[config.mk]
export PLATFORM = sky130hd
export DESIGN_NAME = control_sequencer
export DESIGN_NICKNAME = d
export VERILOG_FILES = /design/src/rtl/control_sequencer.sv
export SDC_FILE = /design/constraint.sdc
export NUM_CORES = 1
export LEC_CHECK = 0
export BUFFER_PORTS_ARGS = -buffer_cell sky130_fd_sc_hd__buf_2
export CAP_MARGIN = 15
export CORE_UTILIZATION = 30
export CTS_CLUSTER_SIZE = 8
export DETAILED_ROUTE_END_ITERATION = 10
export SETUP_SLACK_MARGIN = 0.2
export SKIP_CTS_REPAIR_TIMING = 1
export SLEW_MARGIN = 0
export SYNTH_ARGS = -nofsm -noshare
export SYNTH_HDL_FRONTEND = slang
export SYNTH_SLANG_ARGS = --single-unit
[constraint.sdc]
create_clock -name clock -period 2.27 [get_ports clock]
set_clock_uncertainty 0.05 [all_clocks]
set_input_delay 0.454 -clock clock [delete_from_list [all_inputs] [get_ports clock]]
set_output_delay 0.454 -clock clock [all_outputs]
set_load 0.02 [all_outputs]
[src/rtl/control_sequencer.sv]
// control_sequencer: hardwired control unit for a simple multi-cycle CPU.
//
// Walks a fetch sequence (T0..T2) and an opcode-dependent execute sequence
// (T3..T5), asserting one-hot style datapath controls for each step. T1
// waits for memory and gives up after MEM_WAIT extra cycles, entering HALT
// with a sticky fault flag.
//
// Ports:
//   clock       sole clock, rising edge
//   clear       synchronous active-high reset
//   ir_opcode   IR[31:27], decoded in T3 only
//   mem_ready   memory read data valid this cycle
//   PCout..IRin fetch controls
//   Gra..LOout  execute controls
//   operation   ALU opcode (ALU_ADD in T4 of ADDI, else 0)
//   step        state code: Default=0, T0..T5=1..6, HALT=15
//   run         high in every state except Default and HALT
//   fault       sticky memory-timeout flag
//   illegal_op  one-cycle pulse on an undefined opcode in T3
module control_sequencer #(
    parameter int               OPC_W    = 5,
    parameter int               MEM_WAIT = 15,
    parameter logic [OPC_W-1:0] OP_ADDI  = 5'b01100,
    parameter logic [OPC_W-1:0] OP_JR    = 5'b10100,
    parameter logic [OPC_W-1:0] OP_IN    = 5'b10110,
    parameter logic [OPC_W-1:0] OP_OUT   = 5'b10111,
    parameter logic [OPC_W-1:0] OP_MFHI  = 5'b11000,
    parameter logic [OPC_W-1:0] OP_MFLO  = 5'b11001,
    parameter logic [OPC_W-1:0] OP_NOP   = 5'b11010,
    parameter logic [OPC_W-1:0] OP_HALT  = 5'b11011,
    parameter logic [4:0]       ALU_ADD  = 5'b00011
) (
    input  logic             clock,
    input  logic             clear,
    input  logic [OPC_W-1:0] ir_opcode,
    input  logic             mem_ready,
    output logic             PCout,
    output logic             MARin,
    output logic             IncPC,
    output logic             Zlowin,
    output logic             Zlowout,
    output logic             PCin,
    output logic             MDRin,
    output logic             read,
    output logic             MDRout,
    output logic             IRin,
    output logic             Gra,
    output logic             Grb,
    output logic             Rin,
    output logic             Rout,
    output logic             Yin,
    output logic             Cout,
    output logic             Inportout,
    output logic             OutPortin,
    output logic             HIout,
    output logic             LOout,
    output logic [4:0]       operation,
    output logic [3:0]       step,
    output logic             run,
    output logic             fault,
    output logic             illegal_op
);

    localparam int WAIT_W = (MEM_WAIT < 1) ? 1 : $clog2(MEM_WAIT + 1);
    localparam logic [WAIT_W-1:0] WAIT_MAX = WAIT_W'(MEM_WAIT);

    typedef enum logic [3:0] {
        S_DEFAULT = 4'd0,
        S_T0      = 4'd1,
        S_T1      = 4'd2,
        S_T2      = 4'd3,
        S_T3      = 4'd4,
        S_T4      = 4'd5,
        S_T5      = 4'd6,
        S_HALT    = 4'd15
    } state_t;

    state_t            state;
    state_t            state_next;
    logic [WAIT_W-1:0] wait_cnt;
    logic              timeout;

    always_ff @(posedge clock) begin
        if (clear) begin
            state    <= S_DEFAULT;
            wait_cnt <= '0;
            fault    <= 1'b0;
        end else begin
            state <= state_next;
            fault <= fault | timeout;
            // Counter only advances while T1 is held; any exit from T1 zeroes it.
            if (state == S_T1 && state_next == S_T1)
                wait_cnt <= wait_cnt + 1'b1;
            else
                wait_cnt <= '0;
        end
    end

    always_comb begin
        state_next = state;
        timeout    = 1'b0;
        PCout      = 1'b0;
        MARin      = 1'b0;
        IncPC      = 1'b0;
        Zlowin     = 1'b0;
        Zlowout    = 1'b0;
        PCin       = 1'b0;
        MDRin      = 1'b0;
        read       = 1'b0;
        MDRout     = 1'b0;
        IRin       = 1'b0;
        Gra        = 1'b0;
        Grb        = 1'b0;
        Rin        = 1'b0;
        Rout       = 1'b0;
        Yin        = 1'b0;
        Cout       = 1'b0;
        Inportout  = 1'b0;
        OutPortin  = 1'b0;
        HIout      = 1'b0;
        LOout      = 1'b0;
        operation  = '0;
        illegal_op = 1'b0;

        unique case (state)
            S_DEFAULT: state_next = S_T0;
            S_T0: begin
                PCout      = 1'b1;
                MARin      = 1'b1;
                IncPC      = 1'b1;
                Zlowin     = 1'b1;
                state_next = S_T1;
            end
            S_T1: begin
                read  = 1'b1;
                MDRin = 1'b1;
                // PC update happens once, on entry, not on every wait cycle.
                if (wait_cnt == '0) begin
                    Zlowout = 1'b1;
                    PCin    = 1'b1;
                end
                // Data arriving on the last allowed cycle still wins over timeout.
                if (mem_ready) begin
                    state_next = S_T2;
                end else if (wait_cnt == WAIT_MAX) begin
                    state_next = S_HALT;
                    timeout    = 1'b1;
                end
            end
            S_T2: begin
                MDRout     = 1'b1;
                IRin       = 1'b1;
                state_next = S_T3;
            end
            S_T3: begin
                state_next = S_T0;
                if (ir_opcode == OP_IN) begin
                    Gra = 1'b1; Rin = 1'b1; Inportout = 1'b1;
                end else if (ir_opcode == OP_OUT) begin
                    Gra = 1'b1; Rout = 1'b1; OutPortin = 1'b1;
                end else if (ir_opcode == OP_MFHI) begin
                    Gra = 1'b1; Rin = 1'b1; HIout = 1'b1;
                end else if (ir_opcode == OP_MFLO) begin
                    Gra = 1'b1; Rin = 1'b1; LOout = 1'b1;
                end else if (ir_opcode == OP_JR) begin
                    Gra = 1'b1; Rout = 1'b1; PCin = 1'b1;
                end else if (ir_opcode == OP_ADDI) begin
                    Grb = 1'b1; Rout = 1'b1; Yin = 1'b1;
                    state_next = S_T4;
                end else if (ir_opcode == OP_NOP) begin
                    state_next = S_T0;
                end else if (ir_opcode == OP_HALT) begin
                    state_next = S_HALT;
                end else begin
                    illegal_op = 1'b1;
                end
            end
            S_T4: begin
                Cout       = 1'b1;
                Zlowin     = 1'b1;
                operation  = ALU_ADD;
                state_next = S_T5;
            end
            S_T5: begin
                Zlowout    = 1'b1;
                Gra        = 1'b1;
                Rin        = 1'b1;
                state_next = S_T0;
            end
            S_HALT:  state_next = S_HALT;
            default: state_next = S_DEFAULT;
        endcase
    end

    assign step = state;
    assign run  = (state != S_DEFAULT) && (state != S_HALT);

endmodule

# After elaboration in Yosys (flattened, before gate mapping)
# Cells that the tools add are included.
# word_totals
elab_cells,105
register_bits,9
in_bits,8
# op_classes
mux,73
n_reduce_logical,8
addsub,1
n_bitwise,2
n_eq_ne,18
# op_table
op,n
2-to-1 mux 1 bit,57
2-to-1 mux 4 bit,10
"equality test 5 bit, second input constant",7
one-hot mux 4 bit (7 select lines),1
"equality test 4 x 2 -> 1 bit, second input constant",3
"equality test 4 x 3 -> 1 bit, second input constant",3
"equality test 4 bit, second input constant",2
logical NOT 4 bit,2
one-hot mux 1 bit (2 select lines),4
OR reduction 2 bit,3
"equality test 5 x 4 -> 1 bit, second input constant",1
"adder 4 x 1 -> 4 bit, second input constant",1
"equality test 4 x 1 -> 1 bit, second input constant",1
"inequality test 4 bit, second input constant",1
nonzero test 4 bit,1
logical AND 1 bit,2
2-to-1 mux 2 bit,1
NOT 1 bit,1
OR 1 bit,1

# Logic depth before layout (Yosys ltp)
# Gate-level depths: netlist of the first run.
# depth
depth_word,14
depth_mapped,6
ltp_nobuf,5

# Least setup slack after synthesis of the first run
# Ideal clock, no wire load.
# synth_path
path_kind,register to output
start,register state[3] (netlist: step[3])
end,output port Yin
path_slack_ns,-0.395
path_stages_with_launch,7
t_arrival_ns,2.161
required_time_ns,1.766
path_cell_list,dfxtp_1 buf_4 nand2b_1 nor3_1 nand2_1 nor4bb_1 buf_4
# synth_via
elab_chain_len,2
# synth_rtl
item,line_no,rtl
from (decl),78,state_t state;
from (signal assigned),89,state <= state_next;
equality test 4 x 3 -> 1 bit,-,
2-to-1 mux 1 bit,-,
to (decl),51,"output logic Yin,"
# No other way between the ends.

# Final worst setup path of the first run
# layout_path
start,register state[0] (netlist: step[0])
end,output port PCin
# layout_via
elab_chain_len,2
elab_cells_between_ends,3
cone_classes,eq/ne (2); mux (1)
# layout_rtl
item,line_no,rtl
equality test 4 x 3 -> 1 bit or equality test 4 x 2 -> 1 bit (tied branches),125,unique case (state)
one-hot mux 1 bit (2 select lines) (*),125,
to (decl),42,"output logic PCin,"
# Mark *: on every way between the ends. The rest lies on a longest branch, timed or not.

==> impl_metrics.py, run 1 <==
metrics = {
    "outcome": {
        "status": "finished, final reports clean",
    },
    "clock_network": {
        "cts-buffers-inserted": 3,
        "cts_tree": "done",
        "clock_sinks": 9,
        "cts_buffer_depth": 2,
        "path_clk_slew_ns": 0.06,
        "insertion_delay_ns": 0.27,
        "clockRootBuffer": "clkbuf_4",
        "htreeDepth": 1,
    },
    "cells_and_area": {
        "fin_area_sq_um": 1080,
        "syn2layout_area_growth_pct": 36.6,
        "fill_cells": 270,
        "fin_nets": 157,
        "postLayoutCoreUtil_pct": 43.6,
        "n_antenna_cell": 0,
        "layout.cells.non_filler": 176,
        "layout-drive-gt1-share_pct": 43.2,
    },
    "setup_path": {
        "cp.required_ns": 1.77,
        "critical_path.endpoint_type": "output port",
        "cpMaxStageDelayCell": "or4b_4",
        "critPathMaxStageDelay_ns": 0.57,
        "critPathMaxFanout": 4,
        "cp-start-kind": "flip-flop",
        "worst-endpoint-arrival_ns": 1.56,
        "r2r_setup_slack_ns": 0.65,
        "cp_cell_sequence": "or4b_4, inv_4, nand3_2, o21ai_2, buf_6",
        "crit_type": "flip-flop to output port",
    },
    "synth": {
        "synth_top_cell_area_share_pct": 22.8,
        "ys_warn_count": 0,
        "syn_area_sq_um": 791,
        "syn_area_per_cell_sq_um": 7.06,
        "synth_area_leaders": "dfxtp_1, buf_4, nor2_1",
        "async_reset_ff_share_pct": 0,
        "synth_edf_count": 0,
        "yosysUniqueCellTypes": 35,
        "yosys_most_used_dff": "dfxtp_1",
        "syn_inst": 112,
        "ys_ff_latch": 9,
        "yosysSeqAreaShare_pct": 22.8,
        "synth_top_cell_by_area": "dfxtp_1",
    },
    "sta": {
        "hold_viol_final": 0,
        "finalCriticalPeriod_ns": 2.06,
        "drv_slew": 0,
        "grt_setup_unrepaired": "true",
        "fin_tns_setup_ns": 0,
        "fin_crit_sh_pct": 91.0,
        "fin_ws_ns": 0.205,
        "setup_viol": 0,
        "fmax_mhz": 484,
    },
    "placement": {
        "placed_area_sq_um": 975,
        "dp_hpwl_um": 1560,
        "dp.cells": 168,
        "port_buffers": 36,
        "globalplace.congestion": 0.860,
        "dp_slack_ns": 0.292,
    },
    "min_path": {
        "timing.hold.worst.class": "primary input to flip-flop",
    },
    "grt": {
        "grt_usage_pct": 13.9,
        "antenna_found_initial": 0,
        "grt_pass1_vias": 694,
        "grt_max_degree": 12,
        "grt_overflow": 0,
        "grt_pass1_wl_um": 2860,
    },
    "floorplanning": {
        "fp.coreArea_sq_um": 2480,
        "die_h_um": 53.3,
        "num_rows": 18,
        "initial_core_util_pct": 31.9,
        "die_w_um": 53.3,
        "die_area_sq_um": 2850,
        "ios": 40,
    },
    "power_and_ir_drop": {
        "leakage_uw": 0.000514,
        "pwr_density_cell_nw_per_um2": 418,
        "vdd_drop_max_v": 0.000359,
    },
    "drt": {
        "drc": 0,
        "wl_per_cell_um": 11.5,
        "first_pass_iters": 4,
        "drt_iter0_drc": 18,
        "via_per_inst": 4.89,
        "vias": 861,
        "routed_wl_um": 2020,
        "ant_nets": 0,
    },
    "flow_run": {
        "max_cap_viol_count": 0,
    },
}
==> worst paths after layout <==
| path | depth (start not counted) | endpoint | startpoint |
|---|---|---|---|
| max reg2reg | 3 | step[2] | step[0] |
| min reg2reg | 2 | fault | fault |
| max | 5 | PCin | step[0] |
| min | 2 | step[1] | clear |
==> power breakdown <==
| part | switching [uW] | internal (uW) | leakage [uW] |
|---|---|---|---|
| clock network | 57.3 | 67.8 | 0.0000150 |
| registers | 9.68 | 162 | 0.0000755 |
| logic | 94.8 | 59.4 | 0.000424 |
==> cells in the mapped netlist (all sizes together) (2+ instances only) <==
master,count
nor2b,2
inv,4
dfxtp,9
a21oi,7
and3,2
buf,14
nor3,5
nor3b,3
nand3,5
or4b,2
xor2,3
nand2,11
ha,2
o21ai,3
a31oi,2
nor2,17
nand2b,6
==> logic make-up after synthesis <==
family          Yosys count  synth area share, %
compound gates           16                 11.9
xor+xnor                  4                 4.43
fa+ha+maj                 2                 3.16
buf+inv                  19                 15.2
flops                     9                 22.8
mux                       1                 1.27
other cells               1                0.474
simple gates             60                 40.8
==> layout make-up <==
cell class / count / area (sq um) / share of cell area (%)
Tap cell: 30 / 37.5 / 3.48
Multi-Input combinational cell: 86 / 559 / 51.8
Clock buffer: 4 / 26.3 / 2.43
Timing Repair Buffer: 43 / 246 / 22.8
Inverter: 4 / 17.5 / 1.62
Sequential cell: 9 / 193 / 17.8
==> routing by layer <==
layer	vias up	track usage [%]	part of all wire (%)
met3	3	1.72	6.2
li1	439	-	-
met1	391	16.8	44
met4	0	6.58	1.1
met2	28	23.8	49
met5	-	0	0
==> per-stage QoR <==
stage               hold WS (ns)  total power (uW)
floorplan                  0.380               285
global placement           0.385               318
detailed placement         0.388               319
CTS                        0.352               446
global route               0.363               474
finish                     0.351               451
==> cell usage in the layout (no fill, tap or decap), types with 2 or more instances in the layout <==
cell type and instances:
xor2_1 3, inv_1 3, nand2_1 10, dfxtp_4 3
o21ai_0 2, ha_1 2, conb_1 3, a21oi_1 7
buf_2 32, a31oi_1 2, buf_4 10, or4b_4 2
nor2_1 17, nand3_1 4, dfxtp_1 5, nor3b_1 2
clkbuf_4 3, and3_1 2, nor3_1 3, nand2b_1 5
==> critical path: cells and delay by family, from the launching register on <==
kind / cells / cell delay, ns
AND/OR/NAND/NOR: 2 / 0.65
flip-flops: 1 / 0.36
buffers and inverters: 2 / 0.21
AO/OA/AOI/OAI: 1 / 0.07
==> sequential cells by signal, indices dropped and copies added, names as in the netlist <==
register / count
wait_cnt: 4
fault: 1
step: 4
No activity file was read; power rests on OpenSTA's default activity.
==> inputs of run 2 (changes only) <==
- CORE_MARGIN: default -> 5
==> run 2 against run 1 <==
Effect of this change: utilization increased by 3.9 points; critical endpoint unchanged; hold slack improved by 0.0054 ns; sequential cell count unchanged; power increased by 3.8%; largest power group is now combinational logic; non-clock buffer count increased by 8; sequential power about the same; largest cell class unchanged; via count increased by 7.1%; clock power decreased by 3%; register-to-register slack got worse by 0.24 ns.
==> impl_metrics.py, run 2 (synthesis results as in run 1) <==
metrics = {
    "outcome": {
        "status": "finished, final reports clean",
    },
    "setup_path": {
        "rr_startpoint": "step[2]",
        "cp-start-kind": "flip-flop",
        "critPathMaxFanout": 7,
        "cpMaxStageDelayCell": "or4b_4",
        "cp.required_ns": 1.77,
        "worst-endpoint-arrival_ns": 1.66,
        "cp_cell_sequence": "buf_6, or4b_4, inv_4, nand3_2, o21ai_1, buf_4",
        "startpoint": "step[2]",
        "crit_type": "flip-flop to output port",
        "critical_path.endpoint_type": "output port",
        "critPathMaxStageDelay_ns": 0.54,
    },
    "placement": {
        "dp_hpwl_um": 1690,
        "placed_area_sq_um": 967,
        "port_buffers": 36,
        "dp_slack_ns": 0.225,
        "globalplace.congestion": 0.865,
    },
    "clock_network": {
        "cts_tree": "done",
        "insertion_delay_ns": 0.26,
        "cts-buffers-inserted": 3,
        "clockRootBuffer": "clkbuf_4",
        "clock_sinks": 9,
        "htreeDepth": 1,
        "cts_buffer_depth": 2,
        "path_clk_slew_ns": 0.06,
    },
    "cells_and_area": {
        "layout-drive-gt1-share_pct": 48.1,
        "fin_area_sq_um": 1190,
        "fin_nets": 165,
        "mostFrequentLayoutCell": "buf_2",
        "postLayoutCoreUtil_pct": 47.4,
        "n_antenna_cell": 0,
        "fill_cells": 253,
        "mostFrequentLayoutCells": "buf_2, buf_4, nor2_1, nand2_1, a21oi_1",
        "syn2layout_area_growth_pct": 50.0,
    },
    "sta": {
        "fmax_mhz": 462,
        "fin_crit_sh_pct": 95.4,
        "finalCriticalPeriod_ns": 2.16,
        "grt_setup_unrepaired": "true",
        "fin_ws_ns": 0.105,
        "drv_slew": 0,
        "hold_viol_final": 0,
        "fin_tns_setup_ns": 0,
        "setup_viol": 0,
    },
    "flow_run": {
        "max_cap_viol_count": 0,
    },
    "drt": {
        "via_per_inst": 5.01,
        "vias": 922,
        "drt_iter0_drc": 54,
        "drc": 0,
        "ant_nets": 0,
        "routed_wl_um": 2350,
        "first_pass_iters": 4,
        "wl_per_cell_um": 12.8,
    },
    "floorplanning": {
        "die_h_um": 61.3,
        "initial_core_util_pct": 31.6,
        "die_area_sq_um": 3760,
        "num_rows": 18,
        "die_w_um": 61.3,
        "fp.coreArea_sq_um": 2500,
        "ios": 40,
    },
    "grt": {
        "grt_overflow": 0,
        "grt_pass1_vias": 754,
        "grt_pass1_wl_um": 3330,
        "grt_max_degree": 15,
        "antenna_found_initial": 0,
        "grt_usage_pct": 11.8,
    },
    "min_path": {
        "worstHoldStart": "clear",
        "timing.hold.worst.class": "primary input to flip-flop",
    },
    "power_and_ir_drop": {
        "leakage_uw": 0.000557,
        "vdd_drop_max_v": 0.000258,
        "pwr_density_cell_nw_per_um2": 395,
    },
}
[run 2: changes by cell type in the layout (fill, tap and decap cells not counted), sizes merged]
| cell | before | now |
|---|---|---|
| buf | 43 | 50 |
| clkbuf | 4 | 5 |
[run 2: final timing paths]
kind	end	slack, ns	depth (start not counted)
worst max-delay path	PCin	0.11	6
worst min-delay path	step[1]	0.36	2
worst max register to register	step[2]	0.41	5
worst min register to register	fault	0.39	2
[run 2: metal layers]
| layer | up-vias | GRT usage [%] | routed length [um] |
|---|---|---|---|
| met5 | - | 0 | 0 |
| met4 | 0 | 6.97 | 41 |
| met3 | 5 | 2.31 | 169 |
| met2 | 34 | 18.4 | 1160 |
| met1 | 424 | 15.0 | 977 |
| li1 | 459 | - | - |
[run 2: final cells by class]
type	instances	area, sq um	share of cell area [%]
multi-input cells	86	578	48.7
repair buffers	51	334	28.2
flip-flops and latches	9	193	16.2
well taps	30	37.5	3.16
clock buffers	4	26.3	2.22
inverters	4	17.5	1.48
[run 2: where the power goes]
| group | switching, uW | internal (uW) | leakage (uW) | total [uW] |
|---|---|---|---|---|
| clock network | 53.3 | 67.6 | 0.0000150 | 121 |
| registers | 10.9 | 162 | 0.0000755 | 173 |
| logic | 102 | 72.4 | 0.000467 | 174 |
| total | 166 | 302 | 0.000557 | 468 |
[run 2: metrics by stage]
step           hold slack (ns)  power, uW  cells
2_1_floorplan            0.380        285    114
3_3_place_gp             0.381        317    167
3_5_place_dp             0.385        317    167
4_1_cts                  0.353        442    171
5_1_grt                  0.352        500    184
6_report                 0.357        468    184
[run 2: worst max-delay path: cells and delay by family, from the launching register on]
kind | cells | cell delay, ns
compound gates | 1 | 0.08
flops | 1 | 0.36
buf+inv | 3 | 0.36
simple gates | 2 | 0.60
